**src/rtl/cpu_types_pkg.sv**
```systemverilog
// cpu_types_pkg: bus controller state, RAM handshake encoding and pointer sizing
package cpu_types_pkg;
  typedef enum logic [2:0] {ARB, SNOOP, SERVE, WB, IFETCH} bus_state_t;
  typedef enum logic [1:0] {FREE, BUSY, ACCESS, ERROR} ramstate_t;
  function automatic int ptr_w(input int n);
    return (n > 1) ? $clog2(n) : 1;
  endfunction
endpackage

```
**src/rtl/rr_arbiter.sv**
```systemverilog
// rr_arbiter: picks the first requester found after ptr, wrapping modulo N
module rr_arbiter
  import cpu_types_pkg::*;
#(
  parameter int N = 2,
  localparam int PW = ptr_w(N)
) (
  input  logic [N-1:0]  req,
  input  logic [PW-1:0] ptr,
  output logic [PW-1:0] grant,
  output logic          valid
);
  logic [PW-1:0] idx;
  // scan from ptr+N down to ptr+1 so the nearest requester after ptr wins
  always_comb begin
    grant = '0;
    valid = 1'b0;
    idx = '0;
    for (int i = N; i >= 1; i--) begin
      idx = PW'((int'(ptr) + i) % N);
      if (req[idx]) begin
        grant = idx;
        valid = 1'b1;
      end
    end
  end
endmodule

```
**src/rtl/bus_coherence_ctrl.sv**
```systemverilog
// bus_coherence_ctrl: snooping bus arbiter sharing one RAM port among CPUS cores
// BUSCC_C2C_EN: forward snoop hits cache-to-cache with a concurrent writeback;
// when undefined a hit costs a writeback followed by a separate RAM read.
module bus_coherence_ctrl
  import cpu_types_pkg::*;
#(
  parameter int CPUS = 2,
  parameter int AW = 32
) (
  input  logic                 CLK,
  input  logic                 nRST,
  input  logic [CPUS-1:0]      iREN,
  input  logic [CPUS-1:0]      dREN,
  input  logic [CPUS-1:0]      dWEN,
  input  logic [CPUS-1:0]      cctrans,
  input  logic [CPUS-1:0]      ccwrite,
  input  logic [CPUS*AW-1:0]   iaddr,
  input  logic [CPUS*AW-1:0]   daddr,
  input  logic [CPUS*AW-1:0]   dstore,
  output logic [CPUS-1:0]      iwait,
  output logic [CPUS-1:0]      dwait,
  output logic [CPUS-1:0]      ccwait,
  output logic [CPUS-1:0]      ccinv,
  output logic [CPUS*AW-1:0]   iload,
  output logic [CPUS*AW-1:0]   dload,
  output logic [CPUS*AW-1:0]   ccsnoopaddr,
  input  logic [1:0]           ramstate,
  input  logic [AW-1:0]        ramload,
  output logic                 ramREN,
  output logic                 ramWEN,
  output logic [AW-1:0]        ramaddr,
  output logic [AW-1:0]        ramstore
);
  localparam int PW = ptr_w(CPUS);

  bus_state_t state, nstate;
  logic [PW-1:0] dptr, iptr, init, tgt, dgnt, ignt, hit_idx;
  logic dvld, ivld, hit_any, hit, dact, iact, acc;
  logic [CPUS-1:0] others;
`ifndef BUSCC_C2C_EN
  logic wb_done;
`endif

  function automatic logic [AW-1:0] word(input logic [CPUS*AW-1:0] v, input logic [PW-1:0] i);
    return v[int'(i)*AW +: AW];
  endfunction

  rr_arbiter #(.N(CPUS)) u_darb (.req(dREN | dWEN), .ptr(dptr), .grant(dgnt), .valid(dvld));
  rr_arbiter #(.N(CPUS)) u_iarb (.req(iREN), .ptr(iptr), .grant(ignt), .valid(ivld));

  assign dact = dREN[init] | dWEN[init];
  assign iact = iREN[init];
  assign acc = ramstate == ACCESS;
  assign others = ~(CPUS'(1) << init);

  // lowest-numbered other core that holds a modified copy of the snooped line
  always_comb begin
    hit_idx = '0;
    hit_any = 1'b0;
    for (int k = CPUS - 1; k >= 0; k--)
      if (ccwrite[k] && others[k]) begin
        hit_idx = PW'(k);
        hit_any = 1'b1;
      end
  end

  // state register
  always_ff @(posedge CLK or negedge nRST)
    if (!nRST) state <= ARB;
    else state <= nstate;

  // grant bookkeeping: winner, the pointer it advanced, and the snoop result
  always_ff @(posedge CLK or negedge nRST)
    if (!nRST) begin
      dptr <= PW'(CPUS - 1);
      iptr <= PW'(CPUS - 1);
      init <= '0;
      tgt <= '0;
      hit <= 1'b0;
    end else begin
      if (state == ARB && dvld) begin
        init <= dgnt;
        dptr <= dgnt;
      end else if (state == ARB && ivld) begin
        init <= ignt;
        iptr <= ignt;
      end
      if (state == SNOOP) begin
        tgt <= hit_idx;
        hit <= hit_any;
      end
    end

`ifndef BUSCC_C2C_EN
  // toggles per word on a hit: writeback landed, then the read for init lands
  always_ff @(posedge CLK or negedge nRST)
    if (!nRST) wb_done <= 1'b0;
    else if (state != SERVE) wb_done <= 1'b0;
    else if (hit && dact && acc) wb_done <= ~wb_done;
`endif

  // next state: data beats instruction in ARB; served states hold while init keeps a request open
  always_comb begin
    nstate = state;
    case (state)
      ARB:       nstate = dvld ? (dWEN[dgnt] ? WB : SNOOP) : ivld ? IFETCH : ARB;
      SNOOP:     nstate = SERVE;
      SERVE, WB: nstate = (dact || cctrans[init]) ? state : ARB;
      IFETCH:    nstate = (iact || cctrans[init]) ? IFETCH : ARB;
      default:   nstate = ARB;
    endcase
  end

  // bus, coherence and RAM outputs for the granted core; waits drop only on ACCESS
  always_comb begin
    iwait = '1;
    dwait = '1;
    ccwait = '0;
    ccinv = '0;
    iload = '0;
    dload = '0;
    ccsnoopaddr = '0;
    ramREN = 1'b0;
    ramWEN = 1'b0;
    ramaddr = '0;
    ramstore = '0;
    case (state)
      SNOOP: begin
        ccwait = others;
        ccinv = ccwrite[init] ? others : '0;
        for (int k = 0; k < CPUS; k++)
          if (others[k]) ccsnoopaddr[k*AW +: AW] = word(daddr, init);
      end
      SERVE: begin
        ccwait = others;
        if (dact) begin
          ramREN = 1'b1;
          ramaddr = word(daddr, init);
          dload[int'(init)*AW +: AW] = ramload;
          dwait[init] = !acc;
`ifdef BUSCC_C2C_EN
          if (hit) begin
            ramREN = 1'b0;
            ramWEN = 1'b1;
            ramaddr = word(daddr, tgt);
            ramstore = word(dstore, tgt);
            dload[int'(init)*AW +: AW] = word(dstore, tgt);
            dwait[tgt] = !acc;
          end
`else
          if (hit && !wb_done) begin
            ramREN = 1'b0;
            ramWEN = 1'b1;
            ramaddr = word(daddr, tgt);
            ramstore = word(dstore, tgt);
            dload[int'(init)*AW +: AW] = '0;
            dwait[init] = 1'b1;
            dwait[tgt] = !acc;
          end
`endif
        end
      end
      WB:
        if (dact) begin
          ramWEN = 1'b1;
          ramaddr = word(daddr, init);
          ramstore = word(dstore, init);
          dwait[init] = !acc;
        end
      IFETCH:
        if (iact) begin
          ramREN = 1'b1;
          ramaddr = word(iaddr, init);
          iload[int'(init)*AW +: AW] = ramload;
          iwait[init] = !acc;
        end
      default: ;
    endcase
  end
endmodule

```
**config.mk**
```make
export PLATFORM = sky130hd
export DESIGN_NAME = bus_coherence_ctrl
export DESIGN_NICKNAME = d
export VERILOG_FILES = /design/src/rtl/cpu_types_pkg.sv /design/src/rtl/rr_arbiter.sv /design/src/rtl/bus_coherence_ctrl.sv
export SDC_FILE = /design/constraint.sdc
export NUM_CORES = 1
export LEC_CHECK = 0
export BUFFER_PORTS_ARGS = -buffer_cell sky130_fd_sc_hd__buf_2
export CORE_AREA = 2 2 197 199
export CTS_BUF_LIST = sky130_fd_sc_hd__clkbuf_16
export DETAILED_ROUTE_END_ITERATION = 8
export DIE_AREA = 0 0 199 201
export GPL_TIMING_DRIVEN = 0
export HOLD_SLACK_MARGIN = 0.12
export PLACE_DENSITY_LB_ADDON = 0.05
export SYNTH_ARGS = -nofsm -noshare
export SYNTH_HDL_FRONTEND = slang
export SYNTH_SLANG_ARGS = --single-unit
```
**constraint.sdc**
```tcl
create_clock -name CLK -period 3.7 [get_ports CLK]
set_input_delay 0.555 -clock CLK [delete_from_list [all_inputs] [get_ports CLK]]
set_output_delay 0.555 -clock CLK [all_outputs]
set_load 0.01 [all_outputs]
```
==> impl_metrics.yaml <==
run_status:
  run_status: "finished clean"
timing:
  fin_skew_ps: 1.33
  slew_viol_final: 0
  relSlewSlack_pct: 37.7
  min_period_ps: 3340
  hold_slack_ps: 185
  worst_pin_slew_ps: 930
  hold_viol: 0
  fin_setup_tns_ps: 0
  finalSetupViolCount: 0
  fin_crit_sh_pct: 90.3
  worst_slack_ps: 361
  rsz0062_at_grt: "false"
  fmax_ghz: 0.299
setup_path:
  r2r_start: "state[1]"
  reg2reg_depth: 4
  cp.required_ps: 3140
  cp-start-kind: "flop"
  critical_path_class: "reg2out"
  crit_path_end: "iload[55]"
  startpoint: "state[0]"
  r2r-end: "tgt"
  arrival_ps: 2780
  end_kind: "primary output"
  cpMaxStageDelayCell: "nor3b_2"
  worst_path_largest_cell_delay_ps: 770
  r2r_slack_ps: 1320
  worstPathMaxFanout: 10
  cp_cell_sequence: "buf_4 -> nor3b_2 -> and3_1 -> clkbuf_1 -> and2_1 -> buf_2"
route:
  drtAntennaViolNets: 0
  viasPerCell: 4.17
  vias: 6848
  first_pass_iters: 4
  detail_route.wl_per_cell_um: 21.3
  wirelength_um: 35000
  first_iter_violations: 278
  drc: 0
cts:
  cts-root-buf: "clkbuf_16"
  clockBufferDepth: 2
  cts_tree: "built"
  cts_hold_buf: 0
  cts_inserted_buffers: 3
  htree_levels: 1
  post_cts_buffers: 0
  cts_resized: 0
  clock_latency_ps: 240
  cts_num_sinks: 9
  clkTransAtPathRegs_ps: 40
synthesis:
  async_reset_ff_share_pct: 100
  synth_warnings: 0
  ys_ff_latch: 9
  ys_dominant_reg_cell: "dfrtp_1"
  syn_area_um2: 4350
  yosysSeqAreaShare_pct: 5.24
  avgSynthCellArea_um2: 7.05
  syn_nets: 855
  synth_cell_type_count: 51
  synth_edf_count: 0
  synthCells: 617
die:
  io_pins: 504
  coreArea_um2: 38100
  die_area_um2: 40000
  dieHeight_um: 201
  initial_core_util_pct: 11.4
  num_rows: 72
  die_w_um: 199
global_route:
  antenna_found_initial: 3
  grt_usage_pct: 16.5
  grt_max_degree: 11
  grt_pass1_wl_um: 48800
  gr-total-overflow: 0
  grt_pass1_vias: 7038
cells_and_area:
  final_area_um2: 7600
  drive_gt1_share_pct: 52.0
  nets: 1363
  syn2layout_area_growth_pct: 74.7
  fin_cells: 1644
place:
  globalplace.congestion: 0.779
  dpl_cell_area_um2: 7510
  hpwl_um: 28300
  place_ws_ps: 387
  post-place-cells: 1638
  portBuffers: 503
hold_path:
  min_path_type: "in2async"
run:
  max-cap-violations: 0
power_and_ir_drop:
  p_leak_nw: 4.39
  max-vdd-ir-drop_mv: 0.190
  powerDensity_nw_per_um2: 628
[worst min path at each step]
stage	start	end	slack, ps	depth (start not counted)
6_report	nRST	state[1]	190	1
5_1_grt	nRST	state[1]	200	1
4_1_cts	nRST	state[1]	200	1
3_5_place_dp	nRST	init	450	1
3_3_place_gp	nRST	state[1]	450	1
2_1_floorplan	nRST	hit	260	0
[through the flow]
step / util (%) / total power, W
6_report: 19.9 / 0.00477
5_1_grt: 19.9 / 0.00517
4_1_cts: 19.9 / 0.00490
3_5_place_dp: 19.7 / 0.00468
3_3_place_gp: 19.7 / 0.00472
2_1_floorplan: - / 0.00268
[cell type report]
type / instances / area, µm²
buffer: 76 / 377
clock inverter: 1 / 3.75
fill: 4486 / 30500
antenna: 2 / 5.00
clock buffer: 3 / 75.1
multi-input combinational: 528 / 3730
timing repair buffer: 503 / 2520
sequential: 9 / 228
inverter: 4 / 15.0
tap: 518 / 648
[state kept, by name, summed over array words and instances (netlist names)]
register and count:
iptr 1, init 1, hit 1, wb_done 1, state 3, tgt 1, dptr 1
[worst max-delay path: cells and delay by family, from the launching register on]
family                 cells  cell delay [ps]
buffers and inverters      3              750
DFF                        1              350
and+or+nand+nor            3             1440
[placed cells by master, fill, tap and decap left out, drive strengths merged, types with 2 or more instances in the layout]
cell	netlist	layout
nand4	3	3
mux2i	64	64
buf	38	541
o22ai	34	34
nand3	96	96
and2	128	128
or3b	4	4
and3	69	69
nor2b	3	3
nor3b	3	3
nand2b	3	3
nand2	7	7
and3b	2	2
mux2	35	35
inv	4	5
dfrtp	7	7
dfstp	2	2
o32a	2	2
a21oi	8	8
nor2	10	10
or3	3	3
and4	2	2
o21ai	2	2
o221ai	33	33
clkbuf	38	41
diode	0	2
nor3	2	2
[synth_stat cells, drive strengths merged, types with 2 or more instances]
master  number  area (µm²)
or3          3        18.8
and4         2        20.0
o221ai      33         289
o21ai        2        10.0
clkbuf      38         143
a21oi        8        40.0
buf         38         234
nor2        10        37.5
mux2i       64         641
nor3b        3        32.5
nand2        7        26.3
and3        69         432
nand3       96         480
inv          4        15.0
and2       128         801
dfrtp        7         175
nand2b       3        18.8
nor3         2        10.0
o32a         2        32.5
and3b        2        17.5
nor2b        3        18.8
or3b         4        37.5
dfstp        2        52.6
o22ai       34         219
nand4        3        31.3
mux2        35         394
[logic make-up (layout without fill, tap and decap cells)]
group	Yosys count	in the layout	synth area share [%]
and+or+nand+nor	339	339	46.4
muxes	99	99	23.8
buffers and inverters	80	587	9.01
DFF	9	9	5.24
other	0	2	0
AOI/OAI and AO/OA	90	90	15.6
[per-layer routing]
| layer | vias up | part of all wire, % | track usage (%) |
|---|---|---|---|
| met5 | - | 0.037 | 0 |
| met4 | 2 | 0.54 | 1.31 |
| met3 | 12 | 6.0 | 2.96 |
| met2 | 287 | 53 | 32.0 |
| met1 | 3244 | 41 | 19.2 |
| li1 | 3303 | - | - |
[power by group]
group	internal, W	switching (W)	leakage, nW
logic	0.00169	0.00271	4.24
registers	0.000149	0.0000267	0.106
clock network	0.000142	0.0000527	0.0423
total	0.00198	0.00279	4.39
(Power assumes the default switching activity.)
